--- src/rtl/pixel_config_readback_rx.sv ---
// Deserialiser for the pixel-configuration readback link: S_CLK/S_DATA -> DATA_WIDTH-bit FIFO writes.
// Optional build macro PIXEL_CFG_RX_WORD_CNT_EN adds a 16-bit WORD_CNT output counting written words.
module pixel_config_readback_rx #(
    parameter int DATA_WIDTH      = 15,
    parameter int SHIFT_DIRECTION = 1,
    parameter int CNT_WIDTH       = 4,
    parameter int TIMEOUT         = 255
) (
`ifdef PIXEL_CFG_RX_WORD_CNT_EN
    output logic [15:0]           WORD_CNT,
`endif
    input  logic                  CLK_IN,
    input  logic                  RESET,
    input  logic                  ENABLE,
    input  logic                  S_CLK,
    input  logic                  S_DATA,
    input  logic                  FULL,
    output logic [DATA_WIDTH-1:0] DATA_OUT,
    output logic                  WR_FIFO,
    output logic                  BUSY,
    output logic                  OVERFLOW,
    output logic                  FRAME_ERR
);

    typedef enum logic [1:0] {
        ST_IDLE  = 2'd0,
        ST_SHIFT = 2'd1,
        ST_WRITE = 2'd2
    } state_t;

    localparam logic [CNT_WIDTH-1:0] CNT_ONE  = CNT_WIDTH'(1);
    localparam logic [CNT_WIDTH-1:0] CNT_LAST = CNT_WIDTH'(DATA_WIDTH - 1);
    localparam logic [15:0]          TMO_LAST = 16'(TIMEOUT - 1);

    state_t                state_q, state_d;
    logic [2:0]            s_clk_q, s_clk_d;
    logic [1:0]            s_data_q, s_data_d;
    logic [CNT_WIDTH-1:0]  cnt_q, cnt_d;
    logic [15:0]           tmo_q, tmo_d;
    logic [DATA_WIDTH-1:0] sr_q, sr_d;
    logic [DATA_WIDTH-1:0] data_out_q, data_out_d;
    logic                  wr_fifo_q, wr_fifo_d;
    logic                  overflow_q, overflow_d;
    logic                  frame_err_q, frame_err_d;

    logic                  rise;
    logic                  s_bit;
    logic [DATA_WIDTH-1:0] sr_shifted;

    always_comb begin
        s_clk_d  = {s_clk_q[1:0], S_CLK};
        s_data_d = {s_data_q[0], S_DATA};
    end

    // Bit sampled with the same synchroniser depth as the clock, so it lines up with rise.
    assign rise  = s_clk_q[1] & ~s_clk_q[2];
    assign s_bit = s_data_q[1];

    generate
        if (DATA_WIDTH == 1) begin : g_w1
            assign sr_shifted = s_bit;
        end else if (SHIFT_DIRECTION != 0) begin : g_msb_first
            assign sr_shifted = {sr_q[DATA_WIDTH-2:0], s_bit};
        end else begin : g_lsb_first
            assign sr_shifted = {s_bit, sr_q[DATA_WIDTH-1:1]};
        end
    endgenerate

    always_comb begin
        state_d     = state_q;
        cnt_d       = cnt_q;
        tmo_d       = tmo_q;
        sr_d        = sr_q;
        data_out_d  = data_out_q;
        wr_fifo_d   = 1'b0;
        overflow_d  = overflow_q;
        frame_err_d = frame_err_q;

        case (state_q)
            ST_IDLE: begin
                cnt_d = '0;
                tmo_d = '0;
                if (ENABLE && rise) begin
                    sr_d  = sr_shifted;
                    cnt_d = CNT_ONE;
                    if (DATA_WIDTH == 1) state_d = ST_WRITE;
                    else                 state_d = ST_SHIFT;
                end
            end

            ST_SHIFT: begin
                if (!ENABLE) begin
                    cnt_d   = '0;
                    tmo_d   = '0;
                    state_d = ST_IDLE;
                end else if (rise) begin
                    sr_d  = sr_shifted;
                    cnt_d = cnt_q + CNT_ONE;
                    tmo_d = '0;
                    if (cnt_q == CNT_LAST) state_d = ST_WRITE;
                end else if (tmo_q >= TMO_LAST) begin
                    frame_err_d = 1'b1;
                    cnt_d       = '0;
                    tmo_d       = '0;
                    state_d     = ST_IDLE;
                end else begin
                    tmo_d = tmo_q + 16'd1;
                end
            end

            ST_WRITE: begin
                if (FULL) begin
                    overflow_d = 1'b1;
                end else begin
                    wr_fifo_d  = 1'b1;
                    data_out_d = sr_q;
                end
                cnt_d   = '0;
                tmo_d   = '0;
                state_d = ST_IDLE;
                // A rise here already belongs to the next word.
                if (ENABLE && rise) begin
                    sr_d  = sr_shifted;
                    cnt_d = CNT_ONE;
                    if (DATA_WIDTH == 1) state_d = ST_WRITE;
                    else                 state_d = ST_SHIFT;
                end
            end

            default: begin
                cnt_d   = '0;
                tmo_d   = '0;
                state_d = ST_IDLE;
            end
        endcase
    end

    always_ff @(posedge CLK_IN) begin
        if (RESET) begin
            state_q     <= ST_IDLE;
            s_clk_q     <= '0;
            s_data_q    <= '0;
            cnt_q       <= '0;
            tmo_q       <= '0;
            sr_q        <= '0;
            data_out_q  <= '0;
            wr_fifo_q   <= 1'b0;
            overflow_q  <= 1'b0;
            frame_err_q <= 1'b0;
        end else begin
            state_q     <= state_d;
            s_clk_q     <= s_clk_d;
            s_data_q    <= s_data_d;
            cnt_q       <= cnt_d;
            tmo_q       <= tmo_d;
            sr_q        <= sr_d;
            data_out_q  <= data_out_d;
            wr_fifo_q   <= wr_fifo_d;
            overflow_q  <= overflow_d;
            frame_err_q <= frame_err_d;
        end
    end

    assign DATA_OUT  = data_out_q;
    assign WR_FIFO   = wr_fifo_q;
    assign BUSY      = (state_q == ST_SHIFT);
    assign OVERFLOW  = overflow_q;
    assign FRAME_ERR = frame_err_q;

`ifdef PIXEL_CFG_RX_WORD_CNT_EN
    logic [15:0] word_cnt_q, word_cnt_d;

    always_comb begin
        word_cnt_d = word_cnt_q + {15'd0, wr_fifo_d};
    end

    always_ff @(posedge CLK_IN) begin
        if (RESET) word_cnt_q <= '0;
        else       word_cnt_q <= word_cnt_d;
    end

    assign WORD_CNT = word_cnt_q;
`endif

endmodule

--- config.mk ---
export PLATFORM = sky130hd
export DESIGN_NAME = pixel_config_readback_rx
export DESIGN_NICKNAME = d
export VERILOG_FILES = /design/src/rtl/pixel_config_readback_rx.sv
export SDC_FILE = /design/constraint.sdc
export NUM_CORES = 1
export LEC_CHECK = 0
export BUFFER_PORTS_ARGS = -buffer_cell sky130_fd_sc_hd__buf_2
export CAP_MARGIN = 25
export CELL_PAD_IN_SITES_DETAIL_PLACEMENT = 0
export CELL_PAD_IN_SITES_GLOBAL_PLACEMENT = 2
export CORE_MARGIN = 2
export CORE_UTILIZATION = 32
export CTS_CLUSTER_SIZE = 24
export DETAILED_ROUTE_END_ITERATION = 8
export PLACE_DENSITY_LB_ADDON = 0.1
export SLEW_MARGIN = 20
export SYNTH_ARGS = -nofsm -noshare
export SYNTH_HDL_FRONTEND = slang
export SYNTH_SLANG_ARGS = --single-unit
--- constraint.sdc ---
create_clock -name CLK_IN -period 1.5 [get_ports CLK_IN]
set_clock_uncertainty 0.1 [all_clocks]
set_input_delay 0.375 -clock CLK_IN [delete_from_list [all_inputs] [get_ports CLK_IN]]
set_output_delay 0.375 -clock CLK_IN [all_outputs]
set_load 0.05 [all_outputs]
==> impl_metrics.ini, run 1 <==
[min_path]
hold_path_class = input port to flop
min_path_cells = 2
hold_end = s_clk_q[0]$_SDFF_PP0_
hold_start = S_CLK

[cells_and_area]
syn_to_final_growth_pct = 31.8
antennaDiodeCount = 0
fin_cells = 360
drive_gt1_share_pct = 30.4
final_util_pct = 43.6
nets = 288

[placement]
dp.cells = 342
pre_cts_ws_ns = -0.192
place_hpwl_mm = 2.58
port_buffers = 24
place.gp.congestion = 0.712

[die]
die_h_microns = 85.3
coreArea_sq_mm = 0.00639
fp-row-count = 29
die_area_sq_mm = 0.00727
die_width_microns = 85.3
start_util_pct = 33.1
ios = 25

[routing]
dr.first_iter.drc_count = 60
wl_per_cell_microns = 11.2
ant_nets = 0
route.vias.total = 1590
routed_wl_mm = 4.02
avgViaCountPerCell = 4.42
firstDrtPassIters = 4
drc_errors = 0

[global_route]
track_usage_pct = 12.8
grt_start_max_net_pins = 41
grt_overflow_total = 0
grt_pass1_wl_mm = 7.18
grt_pass1_vias = 1579
antenna_found_initial = 0

[yosys]
async_flop_share_pct = 0
ys.flop_type = dfxtp_1
synth_top_area_cell = dfxtp_1
avgSynthCellArea_sq_um = 9.56
synth.most_common_cell = dfxtp_1
syn_area_sq_mm = 0.00211
synth_area_leaders = dfxtp_1 57%, mux2i_1 7.1%, nand2_1 6.2%, nor2_1 5.2%, a21oi_1 3.8%
ys_top_cells_by_count = 60 x dfxtp_1, 35 x nand2_1, 29 x nor2_1
seq_area_frac_synth_pct = 56.8
synth_edf_count = 0
ys_warn_count = 0
syn_inst = 221
synth_seq_cells = 60
synth_cell_type_count = 38
synth_top_cell_area_share_pct = 56.8

[outcome]
violations = negative setup slack
outcome = finished, violations left

[power]
max-vdd-ir-drop_mv = 0.543
power.density_mw_per_mm2 = 1100
power.leakage_uw = 0.00120

[timing]
layout_setup_ws_ns = -0.113
period_share_pct = 108
post-route-min-period_ns = 1.61
drv_slew = 0
fmax_mhz = 620
finalHoldViolations = 0
tns_ns = -1.26
rsz0062_at_grt = true
setup_viol = 15

[cts]
cts_buffers = 9
cts_tree = done
clkSlewWorstSetupHoldPaths_ns = 0.07
clk_latency_ns = 0.33
cts_root_buf = clkbuf_8
htree_num_levels = 3
holdBufCountCts = 0
clkSinkCount = 60
clock_path_buffers = 2

[worst_setup_path]
worstPathArrival_ns = 1.79
critical_path.endpoint_type = flop
r2r_setup_slack_ns = -0.11
crit_fanout = 7
r2r_start = tmo_q[0]$_SDFF_PP0_
start_kind = flop
worstPathRequired_ns = 1.68
reg2regPathDepth = 6
crit_type = flop to flop
worst_r2r_endpoint = tmo_q[4]$_SDFF_PP0_

[flow_run]
max_cap_viol_count = 0
==> sequential cells by signal, indices dropped and copies added (netlist names) <==
signal     flops
FRAME_ERR      1
OVERFLOW       1
DATA_OUT      15
cnt_q          4
sr_q          15
WR_FIFO        1
s_clk_q        3
state_q        2
tmo_q         16
s_data_q       2
==> cells in the final DEF (no fill, tap or decap), types with 5 or more instances in the layout <==
| cell | n |
|---|---|
| a21oi_1 | 16 |
| buf_2 | 23 |
| buf_4 | 20 |
| buf_6 | 5 |
| clkbuf_8 | 9 |
| conb_1 | 7 |
| dfxtp_1 | 57 |
| inv_1 | 5 |
| mux2i_1 | 15 |
| nand2_1 | 34 |
| nand3_1 | 5 |
| nor2_1 | 20 |
| nor2_2 | 6 |
| nor2b_1 | 5 |
==> routing by layer <==
| metal | global-route usage [%] | routed length (microns) |
|---|---|---|
| met5 | 0 | 0 |
| met4 | 7.36 | 97 |
| met3 | 4.18 | 145 |
| met2 | 17.2 | 1640 |
| met1 | 17.7 | 2140 |
==> kinds of logic (layout without fill, tap and decap cells) <==
logic type	Yosys count	in the layout	share of synthesized area, %
and+or+nand+nor	89	89	18.9
DFF	60	60	56.8
other	1	7	0.177
muxes	15	15	7.10
adders and majority gates	4	4	2.37
AOI/OAI and AO/OA	28	28	8.11
buffers and inverters	17	73	3.61
xor gates and xnor gates	7	7	2.90
==> layout make-up <==
| cell class | count | area (sq um) |
|---|---|---|
| repair buffers | 49 | 342 |
| inverters | 8 | 32.5 |
| well taps | 77 | 96.3 |
| multi-input cells | 150 | 926 |
| clock inverters | 5 | 52.6 |
| clock buffers | 11 | 131 |
| fillers | 654 | 3600 |
| flip-flops and latches | 60 | 1200 |
==> report_power, final <==
group	switching (uW)	leakage (uW)	internal, uW
logic	37.8	0.000620	27.9
clock network	609	0.0000931	759
registers	8.14	0.000488	1610
==> worst max-delay path by stage <==
stage | cells after the start | to | slack (ns) | from
3_5_place_dp | 6 | tmo_q[0]$_SDFF_PP0_ | -0.19 | RESET
5_1_grt | 6 | tmo_q[3]$_SDFF_PP0_ | -0.19 | tmo_q[0]$_SDFF_PP0_
3_3_place_gp | 6 | tmo_q[0]$_SDFF_PP0_ | -0.19 | RESET
2_1_floorplan | 6 | tmo_q[2]$_SDFF_PP0_ | -0.04 | tmo_q[0]$_SDFF_PP0_
4_1_cts | 6 | tmo_q[0]$_SDFF_PP0_ | -0.12 | tmo_q[0]$_SDFF_PP0_
6_report | 6 | tmo_q[4]$_SDFF_PP0_ | -0.11 | tmo_q[0]$_SDFF_PP0_
==> through the flow <==
step	total power (uW)	hold slack, ns	instance area, sq um
2_1_floorplan	1690	0.314	2150
3_3_place_gp	1710	0.318	2500
3_5_place_dp	1710	0.330	2500
4_1_cts	3100	0.138	2710
5_1_grt	3190	0.145	2790
6_report	3050	0.147	2790
==> critical path: stages, from the launching register on <==
cell and delay (ns):
dfxtp_2 0.33, inv_2 0.03, ha_2 0.16, or2_4 0.22
a311o_2 0.47, buf_6 0.17, nor2_1 0.07
==> repair_timing <==
action,CTS,global route
gates resized for setup,8,18
endpoints found under the hold margin,0,0
setup endpoints to repair,15,17
pin swaps,4,4
setup buffers,0,2
Note: power is estimated with default switching activity, not from simulation.
==> run 2, diff against run 1 <==
==> constraint.sdc (replaced) <==
create_clock -name CLK_IN -period 1.3 [get_ports CLK_IN]
set_clock_uncertainty 0.1 [all_clocks]
set_input_delay 0.325 -clock CLK_IN [delete_from_list [all_inputs] [get_ports CLK_IN]]
set_output_delay 0.325 -clock CLK_IN [all_outputs]
set_load 0.05 [all_outputs]
==> run 2 against run 1 <==
Effect of this change:
- the run still ends with negative setup slack left
- non-clock buffer count increased by 12
- wire length increased by 12%
- first-iteration DRC count decreased by 58%
- cell count increased by 3.3%
- maximum frequency increased by 4.8%
- critical path type unchanged
- critical endpoint is now cnt_q[3]$_SDFFE_PP0P_
==> impl_metrics.ini, run 2 (synthesis results as in run 1) <==
[worst_setup_path]
crit_slowest_cell = a311o_1
r2r_start = tmo_q[0]$_SDFF_PP0_
slowest_delay_ns = 0.34
worstPathCellList = inv_2 > ha_2 > or2_4 > a311o_1 > buf_6 > o221ai_2
crit_fanout = 5
path_buf_inv = 2
start_kind = flop
critical_path.endpoint_type = flop
critPathTopFamily = compound AO/OA/AOI/OAI gates
crit_type = flop to flop
r2r_setup_slack_ns = -0.24
worst_r2r_endpoint = cnt_q[3]$_SDFFE_PP0P_
reg2regPathDepth = 6
worstPathRequired_ns = 1.45
worstPathArrival_ns = 1.69

[min_path]
min_path_cells = 2
hold_start = S_DATA
hold_end = s_data_q[0]$_SDFF_PP0_
hold_path_class = input port to flop

[cells_and_area]
drive_gt1_share_pct = 53.6
syn_to_final_growth_pct = 58.4
largest-register = tmo_q
nets = 300
fin_cells = 372
final_util_pct = 52.4
largest_reg_flops = 16
final_common_cell = dfxtp_1
antennaDiodeCount = 0
final_cell_mix = 40 x dfxtp_1, 27 x nor2_1, 27 x buf_4

[global_route]
grt_pass1_vias = 1629
antenna_found_initial = 0
grt_overflow_total = 0
grt_pass1_wl_mm = 7.60
track_usage_pct = 13.5
grt_start_max_net_pins = 41

[power]
power.density_mw_per_mm2 = 1160
max-vdd-ir-drop_mv = 0.772
power_uw = 3880
power.leakage_uw = 0.00144

[die]
die_width_microns = 85.3
fp-row-count = 29
die_h_microns = 85.3
ios = 25
die_area_sq_mm = 0.00727
coreArea_sq_mm = 0.00639
start_util_pct = 33.1

[cts]
htree_num_levels = 3
clkSlewWorstSetupHoldPaths_ns = 0.06
holdBufCountCts = 0
cts_buffers = 9
clock_path_buffers = 2
cts_tree = done
clk_latency_ns = 0.33
clkSinkCount = 60
cts_root_buf = clkbuf_8

[timing]
drv_slew = 0
period_share_pct = 118
worst_pin_slew_ns = 0.541
layout_setup_ws_ns = -0.240
rsz0062_at_grt = true
tns_ns = -5.34
setup_viol = 45
post-route-min-period_ns = 1.54
fmax_mhz = 649
finalHoldViolations = 0
max_slew_margin_pct = 64.0

[routing]
dr.first_iter.drc_count = 25
drc_errors = 0
avgViaCountPerCell = 4.48
firstDrtPassIters = 4
wl_per_cell_microns = 12.2
routed_wl_mm = 4.52
route.vias.total = 1666
ant_nets = 0

[placement]
port_buffers = 24
place_hpwl_mm = 2.64
place.gp.congestion = 0.748
pre_cts_ws_ns = -0.341
dp.cells = 347

[flow_run]
max_cap_viol_count = 0

[outcome]
outcome = finished, violations left
violations = negative setup slack
-- run 2: changes by cell type in the layout (fill, tap and decap cells not counted), sizes merged --
cell / previous run / this run
clkinv: 3 / 2
clkbuf: 11 / 13
bufinv: 1 / 2
clkinvlp: 1 / 0
buf: 49 / 60
-- run 2: power breakdown --
part           switching (uW)  total, uW  internal [uW]
logic                    55.9       98.1           42.2
clock network             699       1930           1230
registers                8.46       1860           1850
-- run 2: timing repair --
item / 4_1_cts / 5_1_grt
pin swaps: 38 / 34
setup endpoints to repair: 63 / 52
endpoints found under the hold margin: 0 / 0
buffers inserted: 4 / 3
gates resized for setup: 87 / 60
gates cloned: 3 / 0
-- run 2: final cells by class --
class / count / area, sq um
Inverter: 8 / 40.0
Timing Repair Buffer: 61 / 621
Clock inverter: 4 / 70.1
Fill cell: 611 / 3040
Sequential cell: 60 / 1240
Tap cell: 77 / 96.3
Clock buffer: 12 / 165
Multi-Input combinational cell: 150 / 1120
-- run 2: worst register-to-register path, cell delays in order, from the launching register on --
cell      delay, ns
dfxtp_2        0.33
inv_2          0.03
ha_2           0.16
or2_4          0.22
a311o_1        0.34
buf_6          0.15
o221ai_2       0.14
-- run 2: per-layer routing --
metal  up-vias  global-route usage (%)  part of all wire (%)
li1        868                       -                     -
met1       768                    16.2                    47
met2        23                    21.7                    47
met3         7                    5.93                   4.2
met4         0                    3.90                   1.3
met5         -                       0                     0
-- run 2: worst max-delay path by stage --
stage / slack (ns) / depth (start not counted) / from / end
finish: -0.24 / 6 / tmo_q[0]$_SDFF_PP0_ / cnt_q[3]$_SDFFE_PP0P_
global placement: -0.31 / 6 / RESET / cnt_q[3]$_SDFFE_PP0P_
floorplan: -0.23 / 6 / tmo_q[0]$_SDFF_PP0_ / state_q[0]$_SDFFE_PP0P_
CTS: -0.24 / 5 / tmo_q[13]$_SDFF_PP0_ / cnt_q[3]$_SDFFE_PP0P_
detailed placement: -0.34 / 6 / RESET / cnt_q[3]$_SDFFE_PP0P_
global route: -0.30 / 6 / tmo_q[0]$_SDFF_PP0_ / cnt_q[3]$_SDFFE_PP0P_
-- run 2: per-stage QoR --
| stage | area, sq um | hold slack (ns) |
|---|---|---|
| after detailed placement | 2560 | 0.326 |
| after CTS | 3120 | 0.0856 |
| after global placement | 2560 | 0.318 |
| after global routing | 3350 | 0.0947 |
| after floorplan | 2190 | 0.314 |
| final | 3350 | 0.104 |
==> run 3, diff against run 2 <==
--- a/config.mk
+++ b/config.mk
@@ -6,13 +6,13 @@
 export NUM_CORES = 1
 export LEC_CHECK = 0
 export BUFFER_PORTS_ARGS = -buffer_cell sky130_fd_sc_hd__buf_2
-export CAP_MARGIN = 25
 export CELL_PAD_IN_SITES_DETAIL_PLACEMENT = 0
 export CELL_PAD_IN_SITES_GLOBAL_PLACEMENT = 2
 export CORE_MARGIN = 2
-export CORE_UTILIZATION = 32
+export CORE_UTILIZATION = 38
 export CTS_CLUSTER_SIZE = 24
 export DETAILED_ROUTE_END_ITERATION = 8
+export MAX_ROUTING_LAYER = met4
 export PLACE_DENSITY_LB_ADDON = 0.1
 export SLEW_MARGIN = 20
 export SYNTH_ARGS = -nofsm -noshare
==> constraint.sdc (replaced) <==
create_clock -name CLK_IN -period 1.94 [get_ports CLK_IN]
set_clock_uncertainty 0.1 [all_clocks]
set_input_delay 0.485 -clock CLK_IN [delete_from_list [all_inputs] [get_ports CLK_IN]]
set_output_delay 0.485 -clock CLK_IN [all_outputs]
set_load 0.05 [all_outputs]
==> run 3 against run 2 <==
Effect of this change:
- the flow now finishes without violations
- critical path depth fell by 2
- combinational power shrank 55%
- wire length shrank 17%
- die area fell by 15%
- core utilization is 4.7 points lower
- first-iteration DRC count rose to 2.7 times the previous value
- highest routed layer unchanged
==> impl_metrics.ini, run 3 (synthesis results as in run 1) <==
[cts]
post_cts_buffers = 0
cts_tree = done
postCtsResizedCells = 0
cts_root_buf = clkbuf_8
clkSlewWorstSetupHoldPaths_ns = 0.06
holdBufCountCts = 0
htree_num_levels = 3
clock_path_buffers = 2
clk_latency_ns = 0.33
clkSinkCount = 60
cts_buffers = 9

[die]
die_area_sq_mm = 0.00617
start_util_pct = 38.9
die_h_microns = 78.6
die_width_microns = 78.6
ios = 25
coreArea_sq_mm = 0.00544
fp-row-count = 27

[power]
power.density_mw_per_mm2 = 1030
max-vdd-ir-drop_mv = 0.542
power.leakage_uw = 0.00112

[global_route]
grt_overflow_total = 0
track_usage_pct = 14.1
grt_pass1_wl_mm = 6.56
grt_pass1_vias = 1489
antenna_found_initial = 0
grt_start_max_net_pins = 41

[cells_and_area]
antennaDiodeCount = 0
nets = 268
largest-register = tmo_q
largest_reg_flops = 16
syn_to_final_growth_pct = 22.9
final_util_pct = 47.7
final_common_cell = dfxtp_1
drive_gt1_share_pct = 18.3
final_cell_mix = 60 x dfxtp_1, 35 x nand2_1, 29 x nor2_1

[timing]
post-route-min-period_ns = 1.80
fmax_mhz = 556
tns_ns = 0
period_share_pct = 92.8
finalHoldViolations = 0
rsz0062_at_grt = false
max_slew_margin_pct = 52.7
setup_viol = 0
layout_setup_ws_ns = 0.140
drv_slew = 0
worst_pin_slew_ns = 0.707

[routing]
wl_per_cell_microns = 11.2
ant_nets = 0
firstDrtPassIters = 4
avgViaCountPerCell = 4.53
dr.first_iter.drc_count = 67
route.vias.total = 1517
routed_wl_mm = 3.75
drc_errors = 0

[worst_setup_path]
crit_fanout = 3
crit_type = flop to primary output
worstPathRequired_ns = 1.35
start_kind = flop
critical_path.endpoint_type = primary output
worstPathArrival_ns = 1.21

[placement]
port_buffers = 24
place.gp.congestion = 0.738
pre_cts_ws_ns = 0.00758
place_hpwl_mm = 2.42

[min_path]
hold_path_class = input port to flop

[outcome]
outcome = finished clean

[flow_run]
max_cap_viol_count = 0
run 3: changes by cell type in the layout (fill, tap and decap cells not counted), sizes merged:
cell / delta
buf: -31
bufinv: +1
clkbuf: -1
clkinv: -1
run 3: metal layers:
metal / share of wire (%) / track usage [%]
met5: 0 / -
met4: 2.4 / 9.47
met3: 3.2 / 3.56
met2: 46 / 22.6
met1: 49 / 15.3
run 3: through the flow:
stage | instances | hold WS (ns) | area, sq um | total power [uW]
6_report | 335 | 0.268 | 2600 | 2680
4_1_cts | 335 | 0.253 | 2590 | 2730
2_1_floorplan | 227 | 0.314 | 2140 | 1300
5_1_grt | 335 | 0.271 | 2600 | 2770
3_3_place_gp | 319 | 0.324 | 2340 | 1320
3_5_place_dp | 319 | 0.332 | 2340 | 1320
run 3: path summary, 6_finish.rpt:
path                                 from                    end  slack [ns]  cells after the start
setup / recovery  state_q[0]$_SDFFE_PP0P_                   BUSY        0.14                      4
hold / removal                      S_CLK  s_clk_q[0]$_SDFF_PP0_        0.27                      2
setup reg to reg      tmo_q[0]$_SDFF_PP0_  cnt_q[3]$_SDFFE_PP0P_        0.19                      5
hold reg to reg     s_clk_q[0]$_SDFF_PP0_  s_clk_q[1]$_SDFF_PP0_        0.34                      1
run 3: layout make-up:
type | count | area, sq um
Clock buffer | 12 | 155
Fill cell | 540 | 2840
Clock inverter | 4 | 95.1
Sequential cell | 60 | 1200
Timing Repair Buffer | 29 | 158
Tap cell | 72 | 90.1
Inverter | 8 | 30.0
Multi-Input combinational cell | 150 | 867
run 3: power breakdown:
| part | internal [uW] | total [uW] | switching, uW |
|---|---|---|---|
| sequential | 1250 | 1250 | 3.77 |
| combinational | 15.7 | 43.7 | 28.0 |
| clock | 922 | 1390 | 466 |
run 3: worst max-delay path: stages (launching register included):
cell and delay, ns:
dfxtp_1 0.32, inv_1 0.07, buf_4 0.14, nor2_1 0.09, buf_2 0.26
